===== src/rtl/i2s_rx_slave.sv =====
// I2S (Philips format) slave receiver: synchronises pad inputs, deserialises
// channel-tagged words on SCK rising edges and buffers them in a FWFT FIFO.
module i2s_rx_slave #(
    parameter int DATA_WIDTH = 16,
    parameter int FIFO_DEPTH = 4
) (
    input  logic                          clk,
    input  logic                          rst,
    input  logic                          enable,
    input  logic                          sck_i,
    input  logic                          ws_i,
    input  logic                          sd_i,
    output logic                          m_valid,
    input  logic                          m_ready,
    output logic [DATA_WIDTH-1:0]         m_data,
    output logic                          m_chan,
    output logic [$clog2(FIFO_DEPTH):0]   fifo_level,
    output logic                          overflow,
    input  logic                          ovf_clr
);

    localparam int CW = $clog2(DATA_WIDTH + 1);
    localparam int PW = $clog2(FIFO_DEPTH);
    localparam int LW = PW + 1;

    // Synchroniser and edge-detect state
    logic sck_s1_q, sck_s1_d, sck_s2_q, sck_s2_d, sck_prev_q, sck_prev_d;
    logic ws_s1_q, ws_s1_d, ws_s2_q, ws_s2_d;
    logic sd_s1_q, sd_s1_d, sd_s2_q, sd_s2_d;

    // Deserialiser state
    logic [DATA_WIDTH-1:0] shreg_q, shreg_d;
    logic [CW-1:0]         bit_cnt_q, bit_cnt_d;
    logic                  synced_q, synced_d;
    logic                  ws_prev_q, ws_prev_d;

    // FIFO state
    logic [DATA_WIDTH:0]   mem_q [FIFO_DEPTH];
    logic [PW-1:0]         wr_ptr_q, wr_ptr_d, rd_ptr_q, rd_ptr_d;
    logic [LW-1:0]         level_q, level_d;
    logic                  overflow_q, overflow_d;

    logic                  sck_rise, boundary, push, pop, full, wr_en, ovf_set;
    logic [DATA_WIDTH-1:0] bit_sel, shreg_cap;
    logic [CW-1:0]         cnt_inc;
    logic [DATA_WIDTH:0]   head;

    always_comb begin
        sck_s1_d   = sck_i;
        sck_s2_d   = sck_s1_q;
        sck_prev_d = sck_s2_q;
        ws_s1_d    = ws_i;
        ws_s2_d    = ws_s1_q;
        sd_s1_d    = sd_i;
        sd_s2_d    = sd_s1_q;
    end

    assign sck_rise = sck_s2_q & ~sck_prev_q;
    assign boundary = ws_s2_q != ws_prev_q;

    // One-hot select of the shreg bit addressed by bit_cnt; all-zero once the slot exceeds DATA_WIDTH.
    genvar gi;
    generate
        for (gi = 0; gi < DATA_WIDTH; gi++) begin : g_bit_sel
            assign bit_sel[gi] = (bit_cnt_q == CW'(DATA_WIDTH - 1 - gi));
        end
    endgenerate

    assign shreg_cap = shreg_q | (bit_sel & {DATA_WIDTH{sd_s2_q}});
    assign cnt_inc   = (bit_cnt_q < CW'(DATA_WIDTH)) ? bit_cnt_q + CW'(1) : bit_cnt_q;

    always_comb begin
        shreg_d   = shreg_q;
        bit_cnt_d = bit_cnt_q;
        synced_d  = synced_q;
        ws_prev_d = ws_prev_q;
        push      = 1'b0;
        if (!enable) begin
            shreg_d   = '0;
            bit_cnt_d = '0;
            synced_d  = 1'b0;
            ws_prev_d = ws_s2_q;
        end else if (sck_rise) begin
            if (boundary) begin
                // The boundary bit is the outgoing word's LSB slot, already folded into shreg_cap.
                push      = synced_q;
                synced_d  = 1'b1;
                shreg_d   = '0;
                bit_cnt_d = '0;
                ws_prev_d = ws_s2_q;
            end else begin
                shreg_d   = shreg_cap;
                bit_cnt_d = cnt_inc;
            end
        end
    end

    assign m_valid = level_q != '0;
    assign full    = level_q == LW'(FIFO_DEPTH);
    assign pop     = m_valid && m_ready;
    assign wr_en   = push && (!full || pop);
    assign ovf_set = push && full && !pop;

    always_comb begin
        wr_ptr_d   = wr_en ? wr_ptr_q + PW'(1) : wr_ptr_q;
        rd_ptr_d   = pop ? rd_ptr_q + PW'(1) : rd_ptr_q;
        level_d    = level_q;
        case ({wr_en, pop})
            2'b10:   level_d = level_q + LW'(1);
            2'b01:   level_d = level_q - LW'(1);
            default: level_d = level_q;
        endcase
        overflow_d = overflow_q;
        if (ovf_clr) overflow_d = 1'b0;
        if (ovf_set) overflow_d = 1'b1;
    end

    always_ff @(posedge clk) begin
        if (rst) begin
            sck_s1_q   <= 1'b0;
            sck_s2_q   <= 1'b0;
            sck_prev_q <= 1'b0;
            ws_s1_q    <= 1'b0;
            ws_s2_q    <= 1'b0;
            sd_s1_q    <= 1'b0;
            sd_s2_q    <= 1'b0;
            shreg_q    <= '0;
            bit_cnt_q  <= '0;
            synced_q   <= 1'b0;
            ws_prev_q  <= 1'b0;
            wr_ptr_q   <= '0;
            rd_ptr_q   <= '0;
            level_q    <= '0;
            overflow_q <= 1'b0;
        end else begin
            sck_s1_q   <= sck_s1_d;
            sck_s2_q   <= sck_s2_d;
            sck_prev_q <= sck_prev_d;
            ws_s1_q    <= ws_s1_d;
            ws_s2_q    <= ws_s2_d;
            sd_s1_q    <= sd_s1_d;
            sd_s2_q    <= sd_s2_d;
            shreg_q    <= shreg_d;
            bit_cnt_q  <= bit_cnt_d;
            synced_q   <= synced_d;
            ws_prev_q  <= ws_prev_d;
            wr_ptr_q   <= wr_ptr_d;
            rd_ptr_q   <= rd_ptr_d;
            level_q    <= level_d;
            overflow_q <= overflow_d;
        end
    end

    // Storage needs no reset: level_q gates visibility of every entry.
    always_ff @(posedge clk) begin
        if (wr_en) mem_q[wr_ptr_q] <= {ws_prev_q, shreg_cap};
    end

    assign head       = mem_q[rd_ptr_q];
    assign m_data     = m_valid ? head[DATA_WIDTH-1:0] : '0;
    assign m_chan     = m_valid ? head[DATA_WIDTH] : 1'b0;
    assign fifo_level = level_q;
    assign overflow   = overflow_q;

endmodule


===== config.mk =====
export PLATFORM = sky130hd
export DESIGN_NAME = i2s_rx_slave
export DESIGN_NICKNAME = d
export VERILOG_FILES = /design/src/rtl/i2s_rx_slave.sv
export SDC_FILE = /design/constraint.sdc
export NUM_CORES = 1
export LEC_CHECK = 0
export CORE_ASPECT_RATIO = 0.9
export CORE_MARGIN = 3
export CORE_UTILIZATION = 51
export CTS_CLUSTER_DIAMETER = 150
export CTS_CLUSTER_SIZE = 8
export DETAILED_ROUTE_END_ITERATION = 10
export HOLD_SLACK_MARGIN = 0.1
export PLACE_DENSITY = 0.7
export SETUP_SLACK_MARGIN = 0.3
export SLEW_MARGIN = 15
export SYNTH_ARGS = -nofsm -noshare
export SYNTH_HDL_FRONTEND = slang
export SYNTH_SLANG_ARGS = --single-unit
export TNS_END_PERCENT = 5

===== constraint.sdc =====
create_clock -name clk -period 3.7 [get_ports clk]
set_clock_uncertainty 0.2 [all_clocks]
set_input_delay 0.74 -clock clk [delete_from_list [all_inputs] [get_ports clk]]
set_output_delay 0.74 -clock clk [all_outputs]
set_load 0.01 [all_outputs]

==> impl_metrics.csv, run 1 <==
group,metric,value,unit
status,outcome,"finished, final reports clean",
cts,cts-resized-gates,0,
drt,wl,7.359,mm
timing,drv_slew,0,
setup_path,startpoint_type,"register",
cts,insertion_delay,0.36,ns
power_and_ir_drop,p_leak,1.673,nW
global_routing,grtUsageMet1,21.17,%
global_routing,busiest_layer,"met2",
final_layout,n_antenna_cell,0,
timing,slew_headroom,52.63,%
cts,cts_setup_buffers,0,
setup_path,cp.arrival,2.21,ns
final_layout,layout-drive-gt1-share,16.33,%
drt,drc,0,
setup_path,slowest_stage,"mux4_2",
synth,synthArstFlopShare,0,%
synth,ys_types,46,
placed_design,dp_hpwl,5.063,mm
synth,synth_area_per_cell,14.27,um2
timing,period_share,85.25,%
global_routing,grt_start_max_net_pins,25,
placed_design,port-buffer-count,29,
drt,first_pass_iters,4,
power_and_ir_drop,peakVddDrop,0.2439,mV
cts,path_clk_slew,0.10,ns
global_routing,grt_pass1_wl,12.22,mm
floorplanning,boundaryPins,30,
synth,seq_area_frac_synth,63.86,%
floorplanning,dieWidth,104.5,um
global_routing,use_met3,4.990,%
setup_path,crit_type,"register to output port",
cts,ctsHoldBuffers,0,
power_and_ir_drop,p_per_area,569.2,nW/um2
setup_path,crit_chain,"buf_4 > mux4_2 > and2_1 > clkdlybuf4s50_1",
drt,vias,2423,
global_routing,overflow,0,
cts,cts_buffers,9,
floorplanning,start_util,53.88,%
synth,synthCells,312,
cts,clock_sinks,108,
synth,synth_top_area_cell,"edfxtp_1",
timing,period_needed,3.154,ns
hold_path,hp-class,"register to register",
setup_path,cp_top_family,"buffers and inverters",
global_routing,use_met2,26.45,%
cts,ctsHtreeMaxLevel,3,
synth,yosysWarnings,0,
placed_design,gp_congestion,0.8550,
synth,synthTopCellsByArea,"edfxtp_1 46%, dfxtp_1 18%, mux4_2 8.6%",
timing,grt_setup_unrepaired,"no",
timing,fmax,0.3170,GHz
timing,setup_viol,0,
global_routing,grt_use_total,16.20,%
synth,synth-seq-cells,108,
power_and_ir_drop,power,2.874,mW
drt,vias_per_cell,5.222,
drt,drt-initial-drc-count,139,
synth,synth_edf_count,68,
timing,fin_tns_setup,0,ns
timing,hold_viol,0,
floorplanning,die_h,94.64,um
drt,routedWlPerCell,15.86,um
timing,tightest_slew,0.7106,ns
synth,synth_top_area_share,45.87,%
floorplanning,rows,31,
drt,ant_nets,0,
synth,syn_nets,330,
setup_path,cp_max_fo,17,
floorplanning,fp.coreArea,8262,um2
synth,syn_area,4452,um2
final_layout,area_growth,13.41,%
setup_path,cp_num_buf_inv,2,
global_routing,first_global_vias,2421,
synth,ys.flop_type,"edfxtp_1",
floorplanning,die-area,9887,um2
setup_path,cp.required,2.76,ns
setup_path,cp_slowest_stage_delay,0.55,ns
global_routing,grt_antenna_before_repair,0,
flow_run,cap_violations,0,
cts,clock_path_buffers,2,
cts,cts_root_buffer,"clkbuf_8",
setup_path,crit_path_end_kind,"output port",
final_layout,fin_nets,362,
cts,cts_tree,"built",
==> synth_stat cells, drive strengths merged, types with 3 or more instances <==
master  instances
o21bai         12
nor2b           9
nor3            5
ha              9
buf             7
mux4           17
nand3           4
edfxtp         68
and2           25
dfxtp          40
clkbuf          5
nand2b          5
a21o            6
or3             3
a21oi          22
inv             9
nand2          10
nor2           35
==> layer usage <==
| layer | share of wire, % | vias to the layer above |
|---|---|---|
| li1 | - | 1196 |
| met1 | 47 | 1168 |
| met2 | 48 | 57 |
| met3 | 4.6 | 2 |
| met4 | 0.52 | 0 |
| met5 | 0 | - |
==> worst paths after layout <==
kind	slack [ns]	cells after the start	startpoint	to
hold / removal	0.25	1	sck_s1_q	sck_prev_d
setup / recovery	0.55	4	register	m_data[15]
hold reg to reg	0.25	1	sck_s1_q	sck_prev_d
setup reg to reg	0.91	7	fifo_level[1]	fifo_level[2]
==> report_power, final <==
group / switching [mW] / internal (mW) / leakage, nW
Combinational: 0.364 / 0.468 / 0.616
Clock: 0.394 / 0.323 / 0.104
Sequential: 0.0290 / 1.30 / 0.953
Total: 0.786 / 2.09 / 1.67
==> sequential cells by signal (all words and copies together) (netlist names), 2 cells and up, named ones only <==
register	flops
fifo_level	3
shreg_q	16
mem_q	68
wr_ptr_q	2
bit_cnt_q	5
rd_ptr_q	2
==> metrics by stage <==
| step | setup WS [ns] | hold slack, ns | instances | cell area, um2 | util, % |
|---|---|---|---|---|---|
| after CTS | 0.4784 | 0.2552 | 464 | 5049 | 61.11 |
| after detailed placement | 0.5701 | 0.2253 | 448 | 4845 | 58.64 |
| after floorplan | 1.237 | 0.2138 | 312 | 4452 | - |
| after global routing | 0.3924 | 0.2634 | 464 | 5049 | 61.11 |
| final | 0.5456 | 0.2475 | 464 | 5049 | 61.11 |
| after global placement | 0.6282 | 0.2221 | 448 | 4845 | 58.64 |
==> cell families (layout without fill, tap and decap cells) <==
| logic type | count (synthesis) | in the layout | synth area share (%) |
|---|---|---|---|
| xor+xnor | 4 | 4 | 0.9558 |
| compound gates | 49 | 49 | 7.251 |
| flops | 108 | 108 | 63.86 |
| simple gates | 100 | 100 | 13.35 |
| fa+ha+maj | 10 | 10 | 2.979 |
| mux | 19 | 19 | 9.162 |
| buf+inv | 22 | 59 | 2.445 |
==> layout by cell type (no fill, tap or decap), drive strengths merged, types with 2 or more instances in the layout <==
cell type       n
o21bai         12
and2           25
a21oi          22
or3             3
clkinv          4
edfxtp         68
mux4           17
nand2          10
clkbuf          9
ha              9
dfxtp          40
nor3            5
buf             4
xor2            2
inv            12
clkdlybuf4s50  29
nor2           35
nand2b          5
nand3           4
a21o            6
a211oi          2
xnor2           2
nor2b           9
o21ai           2
==> layout make-up <==
type / instances / area [um2]
clock buffers: 9 / 123.9
clock inverters: 7 / 80.08
fillers: 640 / 3213
inverters: 10 / 37.54
multi-input cells: 182 / 1500
flip-flops and latches: 108 / 2843
well taps: 115 / 143.9
repair buffers: 33 / 320.3
(Power assumes the default switching activity.)
==> inputs of run 2 (changes only) <==
==> constraint.sdc (replaced) <==
create_clock -name clk -period 3.2 [get_ports clk]
set_clock_uncertainty 0.2 [all_clocks]
set_input_delay 0.64 -clock clk [delete_from_list [all_inputs] [get_ports clk]]
set_output_delay 0.64 -clock clk [all_outputs]
set_load 0.01 [all_outputs]
==> impl_metrics.csv, run 2 (synthesis gave the netlist of run 1 again) <==
group,metric,value,unit
timing,drv_slew,0,
floorplanning,fp.coreArea,8262,um2
power_and_ir_drop,p_per_area,649.1,nW/um2
final_layout,final_cell_area,5149,um2
final_layout,top_register,"mem_q",
drt,wl,7.516,mm
power_and_ir_drop,p_leak,1.720,nW
cts,clock_path_buffers,2,
global_routing,grt_pass1_wl,12.10,mm
power_and_ir_drop,power,3.342,mW
placed_design,pre_cts_ws,0.2049,ns
global_routing,grt_antenna_before_repair,0,
drt,ant_nets,0,
placed_design,place_area,4920,um2
timing,setup_ws,0.2989,ns
final_layout,fin_nets,368,
setup_path,crit_type,"register to output port",
timing,whs,0.2483,ns
timing,period_share,90.66,%
floorplanning,die_h,94.64,um
cts,cts_buffers,9,
status,outcome,"finished, final reports clean",
cts,cts_root_buffer,"clkbuf_8",
floorplanning,die-area,9887,um2
timing,slew_headroom,65.21,%
setup_path,cp_top_family,"buffers and inverters",
drt,vias_per_cell,5.153,
timing,setup_viol,0,
placed_design,gp_congestion,0.8582,
floorplanning,dieWidth,104.5,um
final_layout,final_util,62.32,%
global_routing,first_global_vias,2312,
global_routing,grt_use_total,16.11,%
timing,tightest_slew,0.5146,ns
setup_path,slowest_stage,"mux4_2",
timing,grt_setup_unrepaired,"yes",
cts,clock_sinks,108,
global_routing,overflow,0,
floorplanning,rows,31,
final_layout,final_common_cell,"edfxtp_1",
flow_run,cap_violations,0,
drt,vias,2422,
placed_design,port-buffer-count,29,
final_layout,area_growth,15.65,%
timing,fmax,0.3447,GHz
floorplanning,start_util,53.88,%
final_layout,largest_reg_flops,68,
setup_path,cp_max_fo,9,
timing,fin_tns_setup,0,ns
setup_path,startpoint_type,"register",
setup_path,crit_chain,"buf_12 > mux4_2 > and2_1 > clkdlybuf4s50_1",
cts,cts_tree,"built",
timing,hold_viol,0,
final_layout,layout_common_cells,"68 x edfxtp_1, 39 x dfxtp_1, 28 x clkdlybuf4s50_1, 24 x nor2_1, 22 x a21oi_1",
global_routing,grt_start_max_net_pins,22,
placed_design,dp_hpwl,4.932,mm
drt,drc,0,
floorplanning,boundaryPins,30,
final_layout,fill_cells,634,
cts,path_clk_slew,0.10,ns
cts,ctsHtreeMaxLevel,3,
final_layout,n_antenna_cell,0,
placed_design,place_inst,453,
setup_path,cp_num_buf_inv,2,
power_and_ir_drop,peakVddDrop,0.3175,mV
setup_path,crit_path_end_kind,"output port",
drt,first_pass_iters,4,
drt,routedWlPerCell,15.99,um
setup_path,cp.required,2.36,ns
setup_path,cp_slowest_stage_delay,0.51,ns
cts,cts_setup_buffers,0,
final_layout,layout-drive-gt1-share,18.31,%
setup_path,cp.arrival,2.06,ns
final_layout,reg_top3,"mem_q (68), shreg_q (16), bit_cnt_q (5)",
final_layout,final-instance-count-excl-fill,470,
timing,period_needed,2.901,ns
drt,drt-initial-drc-count,200,
hold_path,hp-class,"register to register",
cts,insertion_delay,0.36,ns
-- run 2: area by class of cell --
cell class / count / area, um2 / share of cell area [%]
Clock inverter: 6 / 52.55 / 1.021
Sequential cell: 108 / 2846 / 55.29
Timing Repair Buffer: 39 / 435.4 / 8.457
Inverter: 10 / 37.54 / 0.7290
Clock buffer: 10 / 127.6 / 2.479
Tap cell: 115 / 143.9 / 2.795
Multi-Input combinational cell: 182 / 1505 / 29.23
-- run 2: timing repair --
| action | 4_1_cts | 5_1_grt |
|---|---|---|
| gates cloned | 0 | 1 |
| endpoints found under the hold margin | 0 | 0 |
| pin swaps | 0 | 0 |
| setup endpoints to repair | 18 | 17 |
| gates resized for setup | 4 | 3 |
| hold buffers | 0 | 0 |
-- run 2: final timing paths --
kind              cells past startpoint            end  startpoint  slack [ns]
setup reg to reg                      7  fifo_level[2]   ws_prev_q        0.66
setup / recovery                      4     m_data[15]    register        0.30
hold / removal                        1     sck_prev_d    sck_s1_q        0.25
hold reg to reg                       1     sck_prev_d    sck_s1_q        0.25
-- run 2: power by group --
part | internal, mW | total [mW] | switching [mW]
logic | 0.609 | 1.04 | 0.429
clock network | 0.296 | 0.754 | 0.459
registers | 1.50 | 1.55 | 0.0454
total | 2.41 | 3.34 | 0.933
-- run 2: metal layers --
metal | global-route usage [%] | wire (um) | share of wire, % | vias up
met4 | 5.316 | 68 | 0.90 | 0
li1 | - | - | - | 1205
met5 | 0 | 0 | 0 | -
met2 | 24.62 | 3474 | 46 | 38
met1 | 22.83 | 3698 | 49 | 1172
met3 | 3.964 | 275 | 3.7 | 7
